[config.mk]
export PLATFORM = sky130hd
export DESIGN_NAME = booth2_seq_mult
export DESIGN_NICKNAME = d
export VERILOG_FILES = /design/src/rtl/booth2_pkg.sv /design/src/rtl/booth2_pp_gen.sv /design/src/rtl/booth2_seq_mult.sv
export SDC_FILE = /design/constraint.sdc
export NUM_CORES = 1
export LEC_CHECK = 0
export CAP_MARGIN = 40
export CORE_MARGIN = 2
export CORE_UTILIZATION = 58
export CTS_CLUSTER_SIZE = 20
export DETAILED_ROUTE_END_ITERATION = 10
export DONT_BUFFER_PORTS = 1
export GPL_TIMING_DRIVEN = 0
export MAX_ROUTING_LAYER = met4
export PLACE_DENSITY = 0.77
export SETUP_SLACK_MARGIN = 0.1
export SLEW_MARGIN = 30
export SYNTH_ARGS = -nofsm -noshare
export SYNTH_HDL_FRONTEND = slang
export SYNTH_SLANG_ARGS = --single-unit
[constraint.sdc]
create_clock -name clk -period 3.2 [get_ports clk]
set_clock_uncertainty 0.05 [all_clocks]
set_input_delay 0.16 -clock clk [delete_from_list [all_inputs] [get_ports clk]]
set_output_delay 0.16 -clock clk [all_outputs]
set_load 0.02 [all_outputs]
[src/rtl/booth2_pkg.sv]
// Shared types and helpers for the radix-4 Booth sequential multiplier.
// BOOTH2_EARLY_EXIT_EN (see booth2_seq_mult) does not change anything here.
package booth2_pkg;

    localparam int B2_WIDTH = 16;
    localparam int NDIGITS  = B2_WIDTH / 2;

    typedef enum logic [1:0] {
        IDLE = 2'd0,
        CALC = 2'd1,
        DONE = 2'd2
    } state_e;

    typedef enum logic [2:0] {
        D_ZERO = 3'd0,
        D_P1   = 3'd1,
        D_P2   = 3'd2,
        D_M1   = 3'd3,
        D_M2   = 3'd4
    } digit_e;

    // Recode an overlapping multiplier triple {b[2i+1], b[2i], b[2i-1]}.
    function automatic digit_e digit_of(input logic [2:0] bits);
        digit_e d;
        case (bits)
            3'b000, 3'b111: d = D_ZERO;
            3'b001, 3'b010: d = D_P1;
            3'b011:         d = D_P2;
            3'b100:         d = D_M2;
            3'b101, 3'b110: d = D_M1;
            default:        d = D_ZERO;
        endcase
        return d;
    endfunction

endpackage

[src/rtl/booth2_pp_gen.sv]
// Booth-2 partial product generator: digit x A as a signed WIDTH+2-bit value.
// Two guard bits keep -2*(-2^(WIDTH-1)) representable.
module booth2_pp_gen
    import booth2_pkg::*;
#(
    parameter int WIDTH = B2_WIDTH
)(
    input  digit_e             i_digit,
    input  logic [WIDTH-1:0]   i_a,
    output logic [WIDTH+1:0]   o_pp
);

    logic [WIDTH+1:0] w_a_ext;
    logic [WIDTH+1:0] w_a_dbl;

    assign w_a_ext = {{2{i_a[WIDTH-1]}}, i_a};
    assign w_a_dbl = {w_a_ext[WIDTH:0], 1'b0};

    // Select the signed multiple of A for the current digit.
    always_comb begin
        o_pp = '0;
        case (i_digit)
            D_ZERO:  o_pp = '0;
            D_P1:    o_pp = w_a_ext;
            D_P2:    o_pp = w_a_dbl;
            D_M1:    o_pp = -w_a_ext;
            D_M2:    o_pp = -w_a_dbl;
            default: o_pp = '0;
        endcase
    end

endmodule

[src/rtl/booth2_seq_mult.sv]
// Iterative signed radix-4 Booth multiplier, one digit per clock, valid/ready in and out.
// Optional BOOTH2_EARLY_EXIT_EN: finish as soon as all remaining digits are zero.
module booth2_seq_mult
    import booth2_pkg::*;
#(
    parameter int WIDTH = B2_WIDTH
)(
    input  logic                 clk,
    input  logic                 rst_n,
    input  logic                 in_valid,
    output logic                 in_ready,
    input  logic [WIDTH-1:0]     multiplicand,
    input  logic [WIDTH-1:0]     multiplier,
    output logic                 out_valid,
    input  logic                 out_ready,
    output logic [2*WIDTH-1:0]   product,
    output logic                 busy
);

    localparam int N_DIG = (WIDTH == B2_WIDTH) ? NDIGITS : WIDTH / 2;
    localparam int ACC_W = 2 * WIDTH + 2;
    localparam int CNT_W = (N_DIG > 1) ? $clog2(N_DIG) : 1;
    localparam logic [CNT_W-1:0] LAST_CNT = CNT_W'(N_DIG - 1);

    state_e               r_state;
    state_e               w_state_nx;
    logic                 r_rdy_en;
    logic                 r_out_valid;
    logic                 r_busy;
    logic [WIDTH-1:0]     r_a;
    logic [WIDTH:0]       r_b;
    logic [ACC_W-1:0]     r_acc;
    logic [CNT_W-1:0]     r_cnt;
    logic [2*WIDTH-1:0]   r_product;

    logic                 w_in_ready;
    logic                 w_accept;
    logic                 w_step;
    logic                 w_last;
    logic                 w_early;
    digit_e               w_digit;
    logic [WIDTH+1:0]     w_pp;
    logic [WIDTH+1:0]     w_sum_hi;
    logic [ACC_W-1:0]     w_acc_pre;
    logic [ACC_W-1:0]     w_acc_nx;
    logic [WIDTH:0]       w_b_nx;

    booth2_pp_gen #(.WIDTH(WIDTH)) u_pp_gen (
        .i_digit (w_digit),
        .i_a     (r_a),
        .o_pp    (w_pp)
    );

    // r_b keeps the appended overlap bit at [0]; its low triple is the current digit.
    assign w_digit   = digit_of(r_b[2:0]);
    assign w_sum_hi  = r_acc[ACC_W-1:WIDTH] + w_pp;
    assign w_acc_pre = {w_sum_hi, r_acc[WIDTH-1:0]};
    assign w_b_nx    = $signed(r_b) >>> 2'd2;

`ifdef BOOTH2_EARLY_EXIT_EN
    logic [CNT_W:0]   w_rem;
    logic [CNT_W+1:0] w_shamt;

    // Once the shifted multiplier is all sign bits, every later digit is zero.
    assign w_rem    = {1'b0, LAST_CNT} - {1'b0, r_cnt} + (CNT_W + 1)'(1);
    assign w_shamt  = {w_rem, 1'b0};
    assign w_early  = (w_b_nx == '0) || (&w_b_nx);
    assign w_acc_nx = w_early ? ($signed(w_acc_pre) >>> w_shamt)
                              : ($signed(w_acc_pre) >>> 2'd2);
`else
    assign w_early  = 1'b0;
    assign w_acc_nx = $signed(w_acc_pre) >>> 2'd2;
`endif

    assign w_last     = (r_cnt == LAST_CNT) || w_early;
    assign w_in_ready = r_rdy_en && ((r_state == IDLE) ||
                                     ((r_state == DONE) && out_ready));

    // Next-state and handshake decode.
    always_comb begin
        w_state_nx = r_state;
        w_accept   = 1'b0;
        w_step     = 1'b0;
        case (r_state)
            IDLE: begin
                if (in_valid && w_in_ready) begin
                    w_accept   = 1'b1;
                    w_state_nx = CALC;
                end else begin
                    w_state_nx = IDLE;
                end
            end
            CALC: begin
                w_step = 1'b1;
                if (w_last) begin
                    w_state_nx = DONE;
                end else begin
                    w_state_nx = CALC;
                end
            end
            DONE: begin
                if (out_ready) begin
                    if (in_valid && w_in_ready) begin
                        w_accept   = 1'b1;
                        w_state_nx = CALC;
                    end else begin
                        w_state_nx = IDLE;
                    end
                end else begin
                    w_state_nx = DONE;
                end
            end
            default: w_state_nx = IDLE;
        endcase
    end

    // State register and registered status outputs.
    always_ff @(posedge clk or negedge rst_n) begin
        if (!rst_n) begin
            r_state     <= IDLE;
            r_rdy_en    <= 1'b0;
            r_out_valid <= 1'b0;
            r_busy      <= 1'b0;
        end else begin
            r_state     <= w_state_nx;
            r_rdy_en    <= 1'b1;
            r_out_valid <= (w_state_nx == DONE);
            r_busy      <= (w_state_nx == CALC);
        end
    end

    // Operand capture, shift-add accumulation and result capture.
    always_ff @(posedge clk or negedge rst_n) begin
        if (!rst_n) begin
            r_a       <= '0;
            r_b       <= '0;
            r_acc     <= '0;
            r_cnt     <= '0;
            r_product <= '0;
        end else if (w_accept) begin
            r_a   <= multiplicand;
            r_b   <= {multiplier, 1'b0};
            r_acc <= '0;
            r_cnt <= '0;
        end else if (w_step) begin
            r_acc <= w_acc_nx;
            r_b   <= w_b_nx;
            r_cnt <= r_cnt + CNT_W'(1);
            if (w_last) begin
                r_product <= w_acc_nx[2*WIDTH-1:0];
            end
        end
    end

    assign in_ready  = w_in_ready;
    assign out_valid = r_out_valid;
    assign busy      = r_busy;
    assign product   = r_product;

endmodule

==> results by group <==
Route
  – First-pass detailed-route iteration total: 6
  – Wire per inst: roughly 21 µm
  – DR vias: about 5.7k
  – DR vias/cell: approximately 6.3
  – Post-Route WL: between 15 and 20 mm
  – # DRC: 0
  – Number of DRC markers in iteration 0: ~570
  – Final ANT Viol Nets: 0

Clocking
  – CTS tree: built
  – H-tree depth: 3
  – Clock buffer count from CTS: 9
  – Max clock buf depth: 2
  – Clk sinks: around 100
  – Root Driver: clkbuf_8
  – Clock latency on the worst-skew pair: 0.40 ns
  – CTS clk-pin slew, worst paths: ~0.1 ns

Die
  – Die height: 104 µm
  – Core Region: just under 10000 µm²
  – Rows: 36
  – Initial Util: between 50% and 60%
  – I/O pins: 71
  – Chip width: around 100 µm
  – Die area: 10800 µm²

Min path
  – Hold Path Class: input pin to register
  – WHS Path Cells: 3
  – WHS Endpoint: r_acc[20]
  – Worst Hold Launch: in_valid

Synthesis
  – Post-synthesis cell type count: 62
  – Ys Warns: 0
  – Cell Area, Synth: 5770 µm²
  – Synth Instances: 641
  – Synth top area cells: dfrtp_1 45%, nand2_1 9.8%, o21ai_0 6.2%, ha_1 4.8%, mux2_2 3.1%
  – Mapped Avg Cell Area: 9.00 µm²
  – Top FF cell, synth: dfrtp_1
  – EDFF count, synth: 0
  – FFs w/ async S/R, synth: 100%
  – Cell taking the most area after synthesis: dfrtp_1
  – Top-area cell type share of the netlist area: 44.7%
  – Post-Syn Nets: 700
  – Register area share after synthesis: 44.7%
  – Synth Register Bits: approximately 100

Run status
  – Status: complete, but fails checks
  – Failing checks: setup timing

Critical path
  – Startpoint class of the critical path: register
  – Crit-path max FO: 5
  – CP Launch Point: r_a[4]
  – WP data arrival: just under 4 ns
  – Crit path capture type: register
  – FF-to-FF path depth: 14
  – Crit Path Category: register to register
  – Worst r2r dst: product[31]
  – Reg2reg start: r_a[4]
  – WP data required: between 3 and 4 ns
  – R2R Setup Slk: -0.44 ns

Final layout
  – Share of layout cells above drive strength 1: between 30% and 40%
  – Storage cell area: 2580 µm²
  – Area delta synth->final: 36.9%
  – Filler instances: roughly 580
  – Cell Count, Final, Fillers Out: 903
  – Area occupied by multi-input gates: between 3000 and 4000 µm²
  – Diodes inserted: 0
  – Most frequent cells in the layout: 142 x nand2_1, 100 x dfrtp_1, 69 x buf_4
  – Nets: 826
  – Most common cell after layout, fill and taps aside: nand2_1

Placed design
  – Port Buf Inserts: 0
  – Post-Place Cells: 774
  – Routability congestion estimate: around 0.94
  – Dpl hpwl: 10.3 mm

Timing
  – RSZ-0062 raised after global routing: true
  – Fmax: ~270 MHz
  – Count of final setup violators: 21
  – Setup WS post-layout: -0.443 ns
  – Tcrit/Tclk final: 114%
  – Slew @ Worst Pin: roughly 0.64 ns
  – Rel. slew slack: between 50% and 60%
  – Fin crit period: about 3.6 ns
  – Slew Viols, Final: 0
  – Fin. Hold Viols: 0

Flow run
  – Max-Cap Viols: 0

Global route
  – Total track usage: around 33%
  – First-pass GRT wire length: between 20 and 30 mm
  – Vias in the first global route: about 5.4k
  – GRT overflow: 0
  – Largest net degree at the start of global routing: 104
  – Initial antenna violation count: 0
==> flip-flops by register name (all words and copies together) (netlist names) <==
signal	flops
r_acc	30
r_state	2
r_b	17
out_valid	1
r_a	16
r_cnt	3
busy	1
r_rdy_en	1
product	32
==> worst max-delay path: stages, from the launching register on <==
cell	delay, ns
dfrtp_2	0.44
nor4_4	0.41
buf_4	0.18
nand4b_1	0.18
buf_4	0.20
a222oi_1	0.42
nand2_2	0.15
ha_4	0.30
buf_8	0.11
nand2_4	0.07
nor3_4	0.20
o211ai_1	0.14
a31oi_1	0.23
and3b_2	0.26
o31ai_2	0.20
==> logic make-up after synthesis <==
logic type / after synthesis / share of synthesized area (%)
fa+ha+maj: 23 / 5.12
other cells: 1 / 0.0650
compound gates: 176 / 19.5
buf+inv: 52 / 4.97
mux: 17 / 3.30
flops: 103 / 44.7
simple gates: 253 / 20.0
xor+xnor: 16 / 2.43
==> synth_stat cells (all sizes together), types with 8 or more instances <==
master and n:
xnor2 8, o211ai 10, nor2 23, a21oi 26, clkbuf 31, nand3 18
xor2 8, nor3 19, o21ai 73, mux2 16, ha 22, nand2 151
a22oi 15, buf 9, inv 11, dfrtp 103, o31ai 9
==> what timing repair did <==
action,CTS,global route
cloned,2,0
pin swaps,55,48
endpoints found under the hold margin,137,0
endpoints found under the setup margin,30,29
hold buffers,35,0
resized for setup,131,70
buffers inserted,58,23
==> how the worst max path moves through the flow <==
stage	end
2_1_floorplan	r_acc[32]
3_3_place_gp	product[31]
3_5_place_dp	product[31]
4_1_cts	r_acc[32]
5_1_grt	r_acc[32]
6_report	product[31]
==> per-stage QoR <==
step	setup TNS [ns]	area [µm²]	worst slack (ns)	hold slack, ns	util [%]
floorplan	-0.116	5830	-0.0734	-0.186	-
global placement	-9.00	6000	-0.655	-0.182	61.7
detailed placement	-10.46	6000	-0.697	-0.183	61.7
CTS	-1.57	7470	-0.186	0.267	76.7
global route	-7.98	7900	-0.520	0.337	81.2
finish	-6.07	7900	-0.443	0.310	81.2
==> per-layer routing <==
metal  wire length [µm]  vias up  track usage (%)
met5                  0        -                -
met4                935        0             13.7
met3               1490       94             9.31
met2               9380      308             53.7
met1               7040     2740             40.2
li1                   -     2521                -
==> final cells by class <==
| cell class | count | area share (%) |
|---|---|---|
| buffer | 38 | 3.85 |
| sequential | 103 | 32.7 |
| clock inverter | 4 | 0.396 |
| multi-input combinational | 486 | 44.9 |
| clock buffer | 10 | 1.74 |
| inverter | 11 | 0.523 |
| tap | 133 | 2.11 |
| timing repair buffer | 118 | 13.8 |
Power is not shown: default switching activity piles up to over one toggle a cycle in this logic, so the estimate is an artifact.
